==> src/rtl/ifm_rx_frame_arb_pkg.sv <==
// Shared constants and state encoding for the RX frame arbiter.
// Data words carry the end-of-frame marker in their top bit.
package ifm_rx_frame_arb_pkg;

    localparam int DATA_W  = 73;
    localparam int EOF_BIT = 72;

    typedef enum logic [1:0] {
        S_IDLE,
        S_XFER,
        S_DROP,
        S_EOF
    } state_t;

    function automatic logic is_eof(input logic [DATA_W-1:0] word);
        return word[EOF_BIT];
    endfunction

endpackage

==> src/rtl/ifm_rx_frame_arb_if.sv <==
// Bundle of per-port ingress FIFO signals and the downstream good-FIFO write port.
// The master modport is the arbiter side; the slave modport is the FIFO environment.
interface ifm_rx_frame_arb_if
    import ifm_rx_frame_arb_pkg::*;
#(
    parameter int N_PORTS = 4,
    parameter int PTR_W   = 2
);

    logic [N_PORTS*DATA_W-1:0] port_data_rdata;
    logic [N_PORTS-1:0]        port_data_rden;
    logic [N_PORTS-1:0]        port_info_rdata;
    logic [N_PORTS-1:0]        port_info_empty;
    logic [N_PORTS-1:0]        port_info_rden;
    logic [DATA_W-1:0]         good_fifo_wdata;
    logic                      good_fifo_wren;
    logic                      good_fifo_afull;
    logic [PTR_W-1:0]          gnt_port;
    logic                      frm_drop;
    logic [PTR_W-1:0]          frm_drop_port;

    modport master (
        input  port_data_rdata, port_info_rdata, port_info_empty, good_fifo_afull,
        output port_data_rden, port_info_rden, good_fifo_wdata, good_fifo_wren,
        output gnt_port, frm_drop, frm_drop_port
    );

    modport slave (
        output port_data_rdata, port_info_rdata, port_info_empty, good_fifo_afull,
        input  port_data_rden, port_info_rden, good_fifo_wdata, good_fifo_wren,
        input  gnt_port, frm_drop, frm_drop_port
    );

endinterface

==> src/rtl/ifm_rx_frame_arb_rr_arb.sv <==
// Combinational round-robin pick: rotate requests so the port after rr_last sits at
// bit 0, take the lowest set bit, then rotate the index back.
module ifm_rx_frame_arb_rr_arb #(
    parameter int N_PORTS = 4,
    parameter int PTR_W   = 2
) (
    input  logic [N_PORTS-1:0] req,
    input  logic [PTR_W-1:0]   rr_last,
    output logic [PTR_W-1:0]   winner,
    output logic               any
);

    logic [PTR_W-1:0]     start;
    logic [2*N_PORTS-1:0] dbl;
    logic [N_PORTS-1:0]   rot;
    logic [PTR_W-1:0]     offset;
    logic [PTR_W:0]       sum;

    always_comb begin
        start  = (rr_last == PTR_W'(N_PORTS - 1)) ? '0 : rr_last + 1'b1;
        dbl    = {req, req} >> start;
        rot    = dbl[N_PORTS-1:0];
        offset = '0;
        for (int i = N_PORTS - 1; i >= 0; i--) begin
            if (rot[i]) begin
                offset = PTR_W'(i);
            end
        end
        sum    = {1'b0, start} + {1'b0, offset};
        winner = (sum >= (PTR_W+1)'(N_PORTS)) ? PTR_W'(sum - (PTR_W+1)'(N_PORTS))
                                              : sum[PTR_W-1:0];
        any    = |req;
    end

endmodule

==> src/rtl/ifm_rx_frame_arb.sv <==
// Frame-granular round-robin arbiter: merges N ingress buffers into one good FIFO,
// forwarding good frames and silently draining bad ones.
module ifm_rx_frame_arb
    import ifm_rx_frame_arb_pkg::*;
#(
    parameter int N_PORTS = 4,
    parameter int PTR_W   = 2
) (
    input logic                sys_clk,
    input logic                rx_reset,
    ifm_rx_frame_arb_if.master bus
);

    state_t               state;
    logic [PTR_W-1:0]     rr_last;
    logic [PTR_W-1:0]     gnt_q;
    logic [PTR_W-1:0]     winner;
    logic                 any_req;
    logic [N_PORTS-1:0]   req;
    logic [N_PORTS-1:0]   gnt_onehot;
    logic [DATA_W-1:0]    cur_word;
    logic                 pop;

    logic [DATA_W-1:0]    wdata_q;
    logic                 wren_q;
    logic [N_PORTS-1:0]   info_rden_q;
    logic                 drop_q;
    logic [PTR_W-1:0]     drop_port_q;

    assign req        = ~bus.port_info_empty;
    assign gnt_onehot = {{(N_PORTS-1){1'b0}}, 1'b1} << gnt_q;
    assign cur_word   = bus.port_data_rdata[int'(gnt_q)*DATA_W +: DATA_W];

    ifm_rx_frame_arb_rr_arb #(
        .N_PORTS (N_PORTS),
        .PTR_W   (PTR_W)
    ) u_rr_arb (
        .req     (req),
        .rr_last (rr_last),
        .winner  (winner),
        .any     (any_req)
    );

    // Drained bad frames ignore backpressure since nothing is written downstream.
    always_comb begin
        pop = 1'b0;
        if (state == S_XFER) begin
            pop = !bus.good_fifo_afull;
        end else if (state == S_DROP) begin
            pop = 1'b1;
        end
    end

    assign bus.port_data_rden  = pop ? gnt_onehot : '0;
    assign bus.port_info_rden  = info_rden_q;
    assign bus.good_fifo_wdata = wdata_q;
    assign bus.good_fifo_wren  = wren_q;
    assign bus.gnt_port        = gnt_q;
    assign bus.frm_drop        = drop_q;
    assign bus.frm_drop_port   = drop_port_q;

    always_ff @(posedge sys_clk or posedge rx_reset) begin
        if (rx_reset) begin
            state       <= S_IDLE;
            rr_last     <= PTR_W'(N_PORTS - 1);
            gnt_q       <= '0;
            wdata_q     <= '0;
            wren_q      <= 1'b0;
            info_rden_q <= '0;
            drop_q      <= 1'b0;
            drop_port_q <= '0;
        end else begin
            wren_q      <= 1'b0;
            info_rden_q <= '0;
            drop_q      <= 1'b0;
            case (state)
                S_IDLE: begin
                    if (any_req && !bus.good_fifo_afull) begin
                        gnt_q   <= winner;
                        rr_last <= winner;
                        state   <= bus.port_info_rdata[winner] ? S_XFER : S_DROP;
                    end
                end
                S_XFER: begin
                    if (!bus.good_fifo_afull) begin
                        wdata_q <= cur_word;
                        wren_q  <= 1'b1;
                        if (is_eof(cur_word)) begin
                            info_rden_q <= gnt_onehot;
                            state       <= S_EOF;
                        end
                    end
                end
                S_DROP: begin
                    if (is_eof(cur_word)) begin
                        info_rden_q <= gnt_onehot;
                        drop_q      <= 1'b1;
                        drop_port_q <= gnt_q;
                        state       <= S_EOF;
                    end
                end
                // Bubble lets the popped info FIFO update its empty flag before re-arbitrating.
                S_EOF: begin
                    state <= S_IDLE;
                end
                default: begin
                    state <= S_IDLE;
                end
            endcase
        end
    end

endmodule

==> src/flat_wrapper.sv <==
// flat-port wrapper written by rule: the top's interface ports become plain ports
module ifm_rx_frame_arb_flat import ifm_rx_frame_arb_pkg::*;
#(
    parameter int N_PORTS = 4,
    parameter int PTR_W   = 2
)
  (sys_clk, rx_reset, bus_port_data_rdata, bus_port_info_rdata, bus_port_info_empty, bus_good_fifo_afull, bus_port_data_rden, bus_port_info_rden, bus_good_fifo_wdata, bus_good_fifo_wren, bus_gnt_port, bus_frm_drop, bus_frm_drop_port);
  ifm_rx_frame_arb_if #(.N_PORTS(N_PORTS), .PTR_W(PTR_W)) bus_i ();
  input logic sys_clk;
  input logic rx_reset;
  input wire logic [$bits(bus_i.port_data_rdata)-1:0] bus_port_data_rdata;
  input wire logic [$bits(bus_i.port_info_rdata)-1:0] bus_port_info_rdata;
  input wire logic [$bits(bus_i.port_info_empty)-1:0] bus_port_info_empty;
  input wire logic [$bits(bus_i.good_fifo_afull)-1:0] bus_good_fifo_afull;
  output wire logic [$bits(bus_i.port_data_rden)-1:0] bus_port_data_rden;
  output wire logic [$bits(bus_i.port_info_rden)-1:0] bus_port_info_rden;
  output wire logic [$bits(bus_i.good_fifo_wdata)-1:0] bus_good_fifo_wdata;
  output wire logic [$bits(bus_i.good_fifo_wren)-1:0] bus_good_fifo_wren;
  output wire logic [$bits(bus_i.gnt_port)-1:0] bus_gnt_port;
  output wire logic [$bits(bus_i.frm_drop)-1:0] bus_frm_drop;
  output wire logic [$bits(bus_i.frm_drop_port)-1:0] bus_frm_drop_port;
  assign bus_i.port_data_rdata = bus_port_data_rdata;
  assign bus_i.port_info_rdata = bus_port_info_rdata;
  assign bus_i.port_info_empty = bus_port_info_empty;
  assign bus_i.good_fifo_afull = bus_good_fifo_afull;
  assign bus_port_data_rden = bus_i.port_data_rden;
  assign bus_port_info_rden = bus_i.port_info_rden;
  assign bus_good_fifo_wdata = bus_i.good_fifo_wdata;
  assign bus_good_fifo_wren = bus_i.good_fifo_wren;
  assign bus_gnt_port = bus_i.gnt_port;
  assign bus_frm_drop = bus_i.frm_drop;
  assign bus_frm_drop_port = bus_i.frm_drop_port;
  ifm_rx_frame_arb #(.N_PORTS(N_PORTS), .PTR_W(PTR_W)) u_core (.sys_clk(sys_clk), .rx_reset(rx_reset), .bus(bus_i));
endmodule
==> config.mk <==
export PLATFORM = sky130hd
export DESIGN_NAME = ifm_rx_frame_arb_flat
export DESIGN_NICKNAME = d
export VERILOG_FILES = /design/src/rtl/ifm_rx_frame_arb_pkg.sv /design/src/rtl/ifm_rx_frame_arb_if.sv /design/src/rtl/ifm_rx_frame_arb_rr_arb.sv /design/src/rtl/ifm_rx_frame_arb.sv /design/src/flat_wrapper.sv
export SDC_FILE = /design/constraint.sdc
export NUM_CORES = 1
export LEC_CHECK = 0
export CAP_MARGIN = 20
export CORE_AREA = 4 4 151 153
export DETAILED_ROUTE_END_ITERATION = 7
export DIE_AREA = 0 0 155 157
export PLACE_DENSITY_LB_ADDON = 0.15
export REMOVE_ABC_BUFFERS = 1
export SLEW_MARGIN = 40
export SYNTH_ARGS = -nofsm -noshare
export SYNTH_HDL_FRONTEND = slang
export SYNTH_HIERARCHICAL = 1
export SYNTH_SLANG_ARGS = --single-unit
==> constraint.sdc <==
create_clock -name sys_clk -period 7.7 [get_ports sys_clk]
set_clock_uncertainty 0.15 [all_clocks]
set_input_delay 1.925 -clock sys_clk [delete_from_list [all_inputs] [get_ports sys_clk]]
set_output_delay 1.925 -clock sys_clk [all_outputs]
set_load 0.02 [all_outputs]
# After elaboration in Yosys (flattened, before gate mapping)
# Cells that the tools add are included.
# op_classes
reduce_logical,8
addsub,3
div,0
eq_ne,6
muxes,23
n_mul,1
n_shift,3
n_lt_le_gt_ge,2
bitwise_logic,2
# ops
op,count
$shiftx 292x32->73,1
$mux 2,10
$mux 4,3
$mul 2x7->9 const B,1
$pmux 2 s4,1
$pmux 4 s2,1
$reduce_and 2->1,4
$shr 8x2->4,1
$mux 1,7
$eq 2x2->1 const B,3
$not 4->4,1
$reduce_or 4->1,1
$shl 1x2->4 const A,1
$add 2x2->3,1
$ge 3x3->1 const B,1
$lt 2x3->1 const B,1
$add 2x1->2 const B,1
$bmux 1 s2,1
$eq 2x1->1 const B,1
$logic_not 2->1,1
$ne 2x1->1 const B,1
$ne 2x2->1 const B,1
$sub 2x1->2 const B,1
$logic_and 1x1->1,1
2 further kinds,2
# totals
rom_bits,0
ramBits,0
output_inout_bits,87
memories,0
elab_cells,56
latch_bits,0
in_bits,303
reg_bits,87

# Longest topological paths before layout
# depth
word_depth,15
depth_mapped,13
mapped_depth_nobuf,12

# Hierarchy
# Netlist, hierarchy kept.
# by_module_without_submodules
module,cells_per_inst,seq_area_each_um2,area_per_inst_um2,instances
ifm_rx_frame_arb,304,2179.6,5124.9,1
ifm_rx_frame_arb_rr_arb,27,0.0,203.9,1

# Worst setup path after synthesis
# OpenSTA, ideal clock, no wires.
# synth_path
path_type,in2out
startpoint,input port bus_good_fifo_afull
endpoint,output port bus_port_data_rden[0]
path_slack_ns,2.722
required_ns,5.625
cell_stages,4
arrival_ns,2.903
cell_sequence,nor2_1 -> buf_2 -> a21oi_1 -> nor3_1
# synth_via
elab_chain_cells,3
# synth_rtl
element,line_no,text
"start, declared",flat_wrapper.sv:14,input wire logic [$bits(bus_i.good_fifo_afull)-1:0] bus_good_fifo_afull;
$logic_not 1->1,ifm_rx_frame_arb.sv:48,pop = !bus.good_fifo_afull;
$mux 1,ifm_rx_frame_arb.sv:47,if (state == S_XFER) begin
$mux 4,ifm_rx_frame_arb.sv:54,assign bus.port_data_rden = pop ? gnt_onehot : '0;
"end, declared",flat_wrapper.sv:15,output wire logic [$bits(bus_i.port_data_rden)-1:0] bus_port_data_rden;
# No other way between the ends.

# Final worst setup path
# Ends and elaborated chain as after synthesis.

==> impl_metrics.tcl <==
set metrics [dict create \
    utilization_pct 45.6 \
    ys_seq_area_share_pct 40.9 \
    die_w_microns 155 \
    coreArea_sq_um 21600 \
    cpPeakStageDelay_ps 560 \
    irDropWorstVdd_uv 173 \
    cp.required_ps 5620 \
    cts-root-buf "clkbuf_16" \
    clockBufferDepth 2 \
    io_pins 390 \
    drive_above_1_share_pct 25.3 \
    fmax_mhz 182 \
    die_y_microns 157 \
    numCtsBuffers 9 \
    worstPathArrival_ps 3430 \
    drc 0 \
    grt_pass1_vias 5257 \
    finalPower_mw 3.43 \
    drt-total-wl_mm 19.4 \
    overflow 0 \
    nets 1018 \
    numPortBuffers 389 \
    clk_latency_ps 340 \
    grt_pass1_wl_mm 29.2 \
    critical_path_buf_inv_count 2 \
    post_cts_resized 0 \
    final_cell_mix "clkdlybuf4s50_1 (389), dfrtp_1 (83), mux4_2 (74)" \
    clk_pin_slew_ps 60 \
    grt_antenna_before_repair 0 \
    die_area_sq_um 24300 \
    cpMostUsedCell "clkdlybuf4s50_1" \
    cts_tree "yes" \
    slew-limit-headroom_pct 56.3 \
    r2r_slack_ps 4490 \
    fp-row-count 54 \
    powerDensity_nw_per_um2 349 \
    hp-class "register to register" \
    ys_warn_count 6 \
    cts_sinks 87 \
    crit_path_end "bus_port_data_rden[0]" \
    vias 4571 \
    synth_seq_cells 87 \
    wl_per_cell_microns 19.5 \
    worst_setup_path_end_kind "output pin" \
    gp_congestion 0.918 \
    drtAntennaViolNets 0 \
    rsz0062_at_grt "no" \
    drtPass1Iterations 4 \
    syn_to_final_growth_pct 84.3 \
    post_drt_via_cell_ratio 4.59 \
    yosysUniqueCellTypes 36 \
    ys.flop_type "dfrtp_1" \
    hp-start "u_core/bus.good_fifo_wdata[25]" \
    total_leakage_power_nw 3.73 \
    htreeDepth 3 \
    worstSetupPathType "input pin to output pin" \
    hold_viol 0 \
    critPathTopFamily "buffers and inverters" \
    layout_worst_path_cycle_share_pct 71.5 \
    layout_min_cycle_time_ps 5510 \
    yosysTopAreaCellShare_pct 39.9 \
    crit_start "bus_good_fifo_afull" \
    worst-r2r-cell-count 12 \
    syn_area_sq_um 5330 \
    cp_slowest_cell "clkdlybuf4s50_1" \
    dp_hpwl_mm 15.9 \
    first_iter_violations 172 \
    max_cap_viol_count 0 \
    drv_slew 0 \
    async_flop_share_pct 100 \
    r2r_start "u_core/rr_last[0]" \
    r2r-end "u_core/state[0]" \
    cts_hold_buf 0 \
    tightest_slew_ps 655 \
    yosysTopAreaCell "dfrtp_1" \
    synth_area_leaders "dfrtp_1 (40%), mux4_2 (31%), mux2_2 (15%), mux2_4 (2.3%), buf_2 (1.4%)" \
    cp_cell_sequence "clkdlybuf4s50_1, nor2_4, a21oi_1, nor3_1, clkdlybuf4s50_1" \
    synth.avg_cell_area_sq_um 16.1 \
    critical_path.max_fanout 4 \
    cts_setup_buffers 0 \
    diodes 0 \
    worst_setup_path_start_kind "input pin" \
    setup_viol 0 \
    cp_num_cells 5 \
    grt_start_max_net_pins 47 \
    start_util_pct 24.7 \
    synthCells 331 \
    status "completed" \
    final_common_cell "clkdlybuf4s50_1" \
    grt_util_all_layers_pct 15.5 \
    synth_edf_count 0 \
]
==> registers in the layout, summed over array words and instances, names as in the netlist <==
name	flops
u_core/bus.frm_drop	1
u_core/bus.good_fifo_wdata	73
u_core/bus.frm_drop_port	2
u_core/state	2
u_core/bus.port_info_rden	4
u_core/bus.good_fifo_wren	1
u_core/rr_last	2
u_core/bus.gnt_port	2
==> logic make-up (layout without fill, tap and decap cells) <==
group                      Yosys count  in the layout  share of synthesized area [%]
DFF                                 87             87                           40.9
adders and majority gates            5              5                           1.17
buffers and inverters               39            423                           3.99
xor gates and xnor gates             2              2                          0.329
and+or+nand+nor                     26             26                           2.56
AOI/OAI and AO/OA                   18             18                           2.32
muxes                              154            154                           48.7
==> layer usage <==
metal / vias up / wire length, microns / track usage, % / part of all wire [%]
met1: 2275 / 6760 / 16.1 / 35
met5: - / 0 / 0 / 0
met2: 201 / 10800 / 30.0 / 56
met3: 16 / 1500 / 4.40 / 7.7
li1: 2079 / - / - / -
met4: 0 / 309 / 4.54 / 1.6
==> per-stage QoR <==
step           instance area, sq um  hold WS [ps]  setup TNS [ps]  cells  worst slack [ps]
4_1_cts                        9820           358               0    995              2200
3_5_place_dp                   9480           345               0    979              2210
6_report                       9820           352               0    995              2190
3_3_place_gp                   9460           341               0    978              2230
5_1_grt                        9820           363               0    995              2110
2_1_floorplan                  5160           347           -1720    304              -549
==> layout make-up <==
class	instances	area, sq um
fillers	1931	11700
repair buffers	395	3950
multi-input cells	205	2940
flip-flops and latches	87	2190
well taps	280	350
clock buffers	12	246
clock inverters	4	95.1
inverters	12	47.5
==> worst register-to-register path, stage by stage (launching register included) <==
cell,delay (ps)
dfstp_2,620
ha_1,360
nand2_1,130
a21oi_1,70
a211oi_1,270
a31oi_1,80
ha_1,220
xor2_1,160
xnor2_1,260
mux4_2,380
a21oi_1,200
a21oi_1,60
o22a_1,170
==> worst min-delay path by stage <==
stage / to / slack, ps / depth (start not counted)
floorplan: u_core/state[1] / 350 / 1
global placement: u_core/bus.good_fifo_wdata[1] / 340 / 1
detailed placement: u_core/bus.good_fifo_wdata[35] / 340 / 1
CTS: u_core/bus.good_fifo_wdata[21] / 360 / 1
global route: u_core/bus.good_fifo_wdata[45] / 360 / 1
finish: u_core/bus.good_fifo_wdata[25] / 350 / 1
==> cell usage after synthesis, types with 2 or more instances <==
cell      instances
a21oi_1           5
buf_12            2
buf_2            15
buf_6             2
clkbuf_1          7
dfrtp_1          85
dfstp_2           2
ha_1              5
inv_1            12
mux2_2           71
mux2_4            8
mux4_2           74
nand2_1           4
nand2b_1          4
nor2_1           10
nor3_1            3
o21ai_0           3
==> power breakdown <==
part           switching (mW)  leakage, nW  total (mW)  internal, mW
registers               0.179         1.04       0.873         0.695
clock network           0.172        0.167       0.497         0.326
logic                   0.881         2.53        2.06          1.18
Power figures use the tool's default switching activity.
